**src/rtl/ntt_k2_wb_agu.sv**
```systemverilog
// ntt_k2_wb_agu: write-back address generator for the last NTT stage (k2).
//
// Each 16-lane group of butterfly order pairs (Order_0/Order_1) issued by the
// read-side AGU is captured into a tag FIFO. The FIFO holds the groups while
// the butterfly pipeline runs. As each result group leaves the butterfly array,
// the captured pairs are replayed in issue order as memory write addresses.
// wb_done rises once NUM_GROUPS groups have been written back.
//
// Ports
//   clk, rst             clock (rising edge), asynchronous active-high reset
//   wb_enable            stage active; low clears everything back to IDLE
//   addr_valid           AGU group valid; order0_in/order1_in hold the packed pairs
//   res_valid            butterfly result group valid; pops one group
//   wr_en                write strobe, one cycle after the pop
//   wr_addr0/wr_addr1    replayed write addresses; held while wr_en is low
//   fifo_full/empty      occupancy flags
//   overflow/underflow   sticky error flags (dropped push / pop on empty)
//   wb_done              level, all groups of the stage written back
module ntt_k2_wb_agu #(
  parameter int D_WIDTH    = 12,
  parameter int LANES      = 16,
  parameter int DEPTH      = 8,
  parameter int NUM_GROUPS = 16
) (
  input  logic                     clk,
  input  logic                     rst,
  input  logic                     wb_enable,
  input  logic                     addr_valid,
  input  logic [LANES*D_WIDTH-1:0] order0_in,
  input  logic [LANES*D_WIDTH-1:0] order1_in,
  input  logic                     res_valid,
  output logic                     wr_en,
  output logic [LANES*D_WIDTH-1:0] wr_addr0,
  output logic [LANES*D_WIDTH-1:0] wr_addr1,
  output logic                     fifo_full,
  output logic                     fifo_empty,
  output logic                     overflow,
  output logic                     underflow,
  output logic                     wb_done
);

  localparam int PW = $clog2(DEPTH);
  localparam int OW = $clog2(DEPTH + 1);
  localparam int CW = $clog2(NUM_GROUPS + 1);

  typedef enum logic [1:0] {IDLE, RUN, DONE} state_t;

  state_t          state, state_nxt;
  logic [PW-1:0]   wptr, rptr;
  logic [OW-1:0]   occ;
  logic [CW-1:0]   cnt;
  logic            run, clr, push, pop, last_pop;

  assign fifo_full  = (occ == OW'(DEPTH));
  assign fifo_empty = (occ == '0);
  assign wb_done    = (state == DONE);

  // Inputs are only honoured in RUN with the stage still enabled; a low
  // wb_enable discards this cycle's traffic because everything clears anyway.
  assign run      = (state == RUN) && wb_enable;
  assign clr      = !wb_enable || (state == IDLE);
  assign pop      = run && res_valid && !fifo_empty;
  // A full FIFO still accepts a push when a pop frees the slot this cycle.
  assign push     = run && addr_valid && (!fifo_full || pop);
  assign last_pop = pop && (cnt == CW'(NUM_GROUPS - 1));

  always_ff @(posedge clk or posedge rst) begin
    if (rst) state <= IDLE;
    else     state <= state_nxt;
  end

  always_comb begin
    state_nxt = state;
    if (!wb_enable) begin
      state_nxt = IDLE;
    end else begin
      case (state)
        IDLE:    state_nxt = RUN;
        RUN:     if (last_pop) state_nxt = DONE;
        DONE:    state_nxt = DONE;
        default: state_nxt = IDLE;
      endcase
    end
  end

  always_ff @(posedge clk or posedge rst) begin
    if (rst) begin
      wptr      <= '0;
      rptr      <= '0;
      occ       <= '0;
      cnt       <= '0;
      wr_en     <= 1'b0;
      overflow  <= 1'b0;
      underflow <= 1'b0;
    end else if (clr) begin
      wptr      <= '0;
      rptr      <= '0;
      occ       <= '0;
      cnt       <= '0;
      wr_en     <= 1'b0;
      overflow  <= 1'b0;
      underflow <= 1'b0;
    end else begin
      wr_en <= pop;
      // DEPTH is a power of two, so pointer wrap is the natural rollover.
      if (push) wptr <= wptr + PW'(1);
      if (pop) begin
        rptr <= rptr + PW'(1);
        cnt  <= cnt + CW'(1);
      end
      case ({push, pop})
        2'b10:   occ <= occ + OW'(1);
        2'b01:   occ <= occ - OW'(1);
        default: occ <= occ;
      endcase
      if (run && addr_valid && !push) overflow <= 1'b1;
      // No bypass: emptiness is judged at the start of the cycle.
      if (run && res_valid && fifo_empty) underflow <= 1'b1;
    end
  end

  // Per-lane tag storage and registered replay. When full with a simultaneous
  // push/pop, wptr==rptr; the read sees the old entry since the write lands at
  // the same edge.
  for (genvar i = 0; i < LANES; i++) begin : g_lane
    logic [D_WIDTH-1:0] mem0 [DEPTH];
    logic [D_WIDTH-1:0] mem1 [DEPTH];
    logic [D_WIDTH-1:0] a0, a1;

    always_ff @(posedge clk) begin
      if (push) begin
        mem0[wptr] <= order0_in[i*D_WIDTH +: D_WIDTH];
        mem1[wptr] <= order1_in[i*D_WIDTH +: D_WIDTH];
      end
    end

    always_ff @(posedge clk or posedge rst) begin
      if (rst) begin
        a0 <= '0;
        a1 <= '0;
      end else if (clr) begin
        a0 <= '0;
        a1 <= '0;
      end else if (pop) begin
        a0 <= mem0[rptr];
        a1 <= mem1[rptr];
      end
    end

    assign wr_addr0[i*D_WIDTH +: D_WIDTH] = a0;
    assign wr_addr1[i*D_WIDTH +: D_WIDTH] = a1;
  end

endmodule

```
**config.mk**
```make
export PLATFORM = sky130hd
export DESIGN_NAME = ntt_k2_wb_agu
export DESIGN_NICKNAME = d
export VERILOG_FILES = /design/src/rtl/ntt_k2_wb_agu.sv
export SDC_FILE = /design/constraint.sdc
export NUM_CORES = 2
export LEC_CHECK = 0
export CORE_ASPECT_RATIO = 1.4
export CORE_MARGIN = 2
export CORE_UTILIZATION = 59
export DETAILED_ROUTE_END_ITERATION = 6
export GPL_TIMING_DRIVEN = 1
export MAX_ROUTING_LAYER = met4
export PLACE_DENSITY = 0.79
export SYNTH_ARGS = -nofsm -noshare
export SYNTH_HDL_FRONTEND = slang
export SYNTH_SLANG_ARGS = --single-unit
```
**constraint.sdc**
```tcl
create_clock -name clk -period 35.4 [get_ports clk]
set_input_delay 7.08 -clock clk [delete_from_list [all_inputs] [get_ports clk]]
set_output_delay 7.08 -clock clk [all_outputs]
set_load 0.01 [all_outputs]
```
==> flow_metrics.tcl <==
set metrics [dict create \
    run_status "finished clean" \
    period_minus_slack_ns 11.40 \
    drt_iter0_markers 6750 \
    globalplace.congestion 0.793 \
    worstHoldEndpoint "g_lane[7].a1[0]$_DFFE_PP0P_" \
    max_slew_violation_total_from_the_final_report 0 \
    max_cap_violations 0 \
    fillers 12560 \
    ys_seq_area_share_pct 79.4 \
    post_synth_edffs 3072 \
    power.density_cell_area_nw_per_um2 54.4 \
    antenna_left 0 \
    synth_top_flop_cell "sky130_fd_sc_hd__edfxtp_1" \
    finalNonFillerCells 9926 \
    htreeDepth 5 \
    worst_pin_slew_ns 1.28 \
    grt_antenna_before_repair 85 \
    min_path_cells 2 \
    global_route_total_overflow 0 \
    chip_width_microns 399 \
    post-cts-setup-buffer-count 0 \
    hold_start "g_lane[7].a1[0]$_DFFE_PP0P_" \
    tritoncts "done" \
    most-common-layout-cells "sky130_fd_sc_hd__edfxtp_1, sky130_fd_sc_hd__clkdlybuf4s50_1, sky130_fd_sc_hd__mux4_2" \
    synth_area_sq_um 129000 \
    critical_path.reg2reg.startpoint "state[1]$_DFFE_PP0P_" \
    clkSinkCount 3476 \
    cts_hold_buffers 0 \
    synth.distinct_cells 37 \
    post-dp-hpwl_microns 163000 \
    fin_setup_tns_ns 0 \
    final_hold_viol_count 0 \
    clock_latency_reported_for_the_late_side_of_the_worst_skew_pair_ns 0.86 \
    numPlacedInstances 9236 \
    floorplan.initialDensity_pct 59.2 \
    worstHoldPathType "reg2reg" \
    grt.total_usage_pct 27.1 \
    crit_fanout 60 \
    routed_via_count_divided_by_cell_count 6.24 \
    drc 0 \
    postCtsResizedCells 0 \
    critPathArrivalTime_ns 11.85 \
    die_area_sq_um 222000 \
    syn_area_per_cell_sq_um 22.2 \
    synthToLayoutAreaGrowth_pct 16.8 \
    worst_setup_path_start_kind "input pin" \
    grt_max_degree 140 \
    worstSetupPathType "in2reg" \
    grt_setup_unrepaired "no" \
    post-route-period-util_pct 32.2 \
    clock_path_buffers 4 \
    synthCells 5799 \
    cts_inserted_buffers 317 \
    fin_worst_skew_ns 0.0682 \
    leakagePower_uw 0.0472 \
    yosysWarnings 0 \
    port_buffers 778 \
    setup_violations 0 \
    final_common_cell "sky130_fd_sc_hd__edfxtp_1" \
    detailroute.via_count 61945 \
    crit_required_ns 35.84 \
    detailed_route_wire_length_per_cell_microns 29.6 \
    maxSlewHeadroom_pct 14.4 \
    ys_ff_latch 3476 \
    die-height_microns 557 \
    final_nets 7085 \
    boundaryPins 779 \
    detail_route.first_pass.iterations 6 \
    r2r_end "g_lane[3].mem1[5][4]$_DFFE_PP_" \
    grt_first_pass_wirelength_microns 428000 \
    first_global_vias 63337 \
    post_synthesis_net_count 6199 \
    worst_r2r_path_depth 10 \
    ys_async_sr_fraction_pct 11.6 \
    fp-row-count 203 \
    clk_transition_reported_paths_ns 0.06 \
    r2r_slack_ns 29.97 \
    drive_above_1_share_pct 19.1 \
    power.ir.vdd_worst_mv 0.0771 \
    achievable-frequency_ghz 0.0877 \
    worst_setup_path_end_kind "flop" \
    routed_wirelength_microns 294000 \
    placeableCoreArea_sq_um 218000 \
    clockRootBuffer "sky130_fd_sc_hd__clkbuf_16" \
]
## flip-flops by register name, indices dropped and copies added, names as in the netlist
| register | cells |
|---|---|
| cnt | 5 |
| g_lane.a0 | 192 |
| g_lane.a1 | 192 |
| g_lane.mem0 | 1536 |
| g_lane.mem1 | 1536 |
| occ | 4 |
| overflow | 1 |
| rptr | 3 |
| state | 2 |
| underflow | 1 |
| wptr | 3 |
| wr_en | 1 |
## cells by family after synthesis
| kind of cell | Yosys count | synth area share (%) |
|---|---|---|
| multiplexers | 1155 | 16.4 |
| XOR/XNOR | 10 | 0.0680 |
| adder cells (fa/ha/maj) | 11 | 0.113 |
| buffers and inverters | 311 | 1.04 |
| AO/OA/AOI/OAI | 400 | 1.59 |
| AND/OR/NAND/NOR | 436 | 1.32 |
| flip-flops | 3476 | 79.4 |
## through the flow
stage / instance area, sq um / hold WS, ns / setup WS, ns / power (uW) / util (%)
after floorplan: 129000 / 0.456 / 0.409 / 4780 / -
after global placement: 140000 / 0.459 / 23.16 / 4880 / 64.3
after detailed placement: 140000 / 0.470 / 23.09 / 4890 / 64.3
after CTS: 150000 / 0.483 / 23.99 / 8240 / 69.0
after global routing: 150000 / 0.509 / 23.72 / 8410 / 69.1
final: 150000 / 0.476 / 24.00 / 8190 / 69.1
## final cells by class
cell class / instances / area, sq um / share of cell area (%)
sequential: 3476 / 102000 / 68.0
multi-input combinational: 2012 / 25200 / 16.7
clock buffer: 443 / 8810 / 5.86
timing repair buffer: 870 / 8730 / 5.80
tap: 2870 / 3590 / 2.39
clock inverter: 133 / 1450 / 0.964
antenna: 114 / 285 / 0.190
inverter: 8 / 37.5 / 0.0249
## synthesized netlist by cell type, types with 4 or more instances
library cell	instances	share of area, %
sky130_fd_sc_hd__xnor2_1	6	0.041
sky130_fd_sc_hd__ha_1	10	0.097
sky130_fd_sc_hd__xor2_1	4	0.027
sky130_fd_sc_hd__nor2_1	22	0.064
sky130_fd_sc_hd__o21ai_0	56	0.22
sky130_fd_sc_hd__buf_1	20	0.058
sky130_fd_sc_hd__clkbuf_1	149	0.43
sky130_fd_sc_hd__mux4_2	768	13
sky130_fd_sc_hd__edfxtp_1	3072	72
sky130_fd_sc_hd__o21ai_1	330	1.3
sky130_fd_sc_hd__nand2b_1	4	0.019
sky130_fd_sc_hd__inv_1	7	0.020
sky130_fd_sc_hd__nand2_1	394	1.1
sky130_fd_sc_hd__mux2i_1	387	3.0
sky130_fd_sc_hd__nand3_1	4	0.016
sky130_fd_sc_hd__dfrtp_1	404	7.8
sky130_fd_sc_hd__buf_2	129	0.50
sky130_fd_sc_hd__buf_4	4	0.023
## where the power goes
part	switching, uW	leakage [uW]	internal [uW]
sequential	11.3	0.0333	4510
clock	1460	0.00501	1920
combinational	195	0.00889	90.5
total	1670	0.0472	6520
## worst max-delay path by stage
stage	from	to	slack [ns]	cells after the start
global placement	addr_valid	g_lane[3].mem1[5][10]$_DFFE_PP_	23.16	9
detailed placement	addr_valid	g_lane[3].mem1[5][5]$_DFFE_PP_	23.09	9
CTS	addr_valid	g_lane[3].mem1[5][4]$_DFFE_PP_	23.99	9
global route	addr_valid	g_lane[1].mem1[5][9]$_DFFE_PP_	23.72	9
floorplan	addr_valid	g_lane[0].mem0[0][0]$_DFFE_PP_	0.41	4
finish	addr_valid	g_lane[3].mem1[5][4]$_DFFE_PP_	24.00	9
## worst max-delay path, cell delays in order
cell	delay (ns)
sky130_fd_sc_hd__clkdlybuf4s50_1	0.59
sky130_fd_sc_hd__nand3_1	0.16
sky130_fd_sc_hd__a31oi_1	0.39
sky130_fd_sc_hd__nand2_1	0.33
sky130_fd_sc_hd__nor2_4	0.19
sky130_fd_sc_hd__buf_4	0.59
sky130_fd_sc_hd__buf_4	0.71
sky130_fd_sc_hd__buf_4	0.74
sky130_fd_sc_hd__buf_4	0.89
## metal layers
metal	GRT usage (%)	part of all wire, %	up-vias
li1	-	-	25699
met1	36.5	38	32964
met2	41.8	49	2899
met3	7.55	11	383
met4	6.29	1.8	0
met5	-	0	-
No activity file was read; power rests on OpenSTA's default activity.
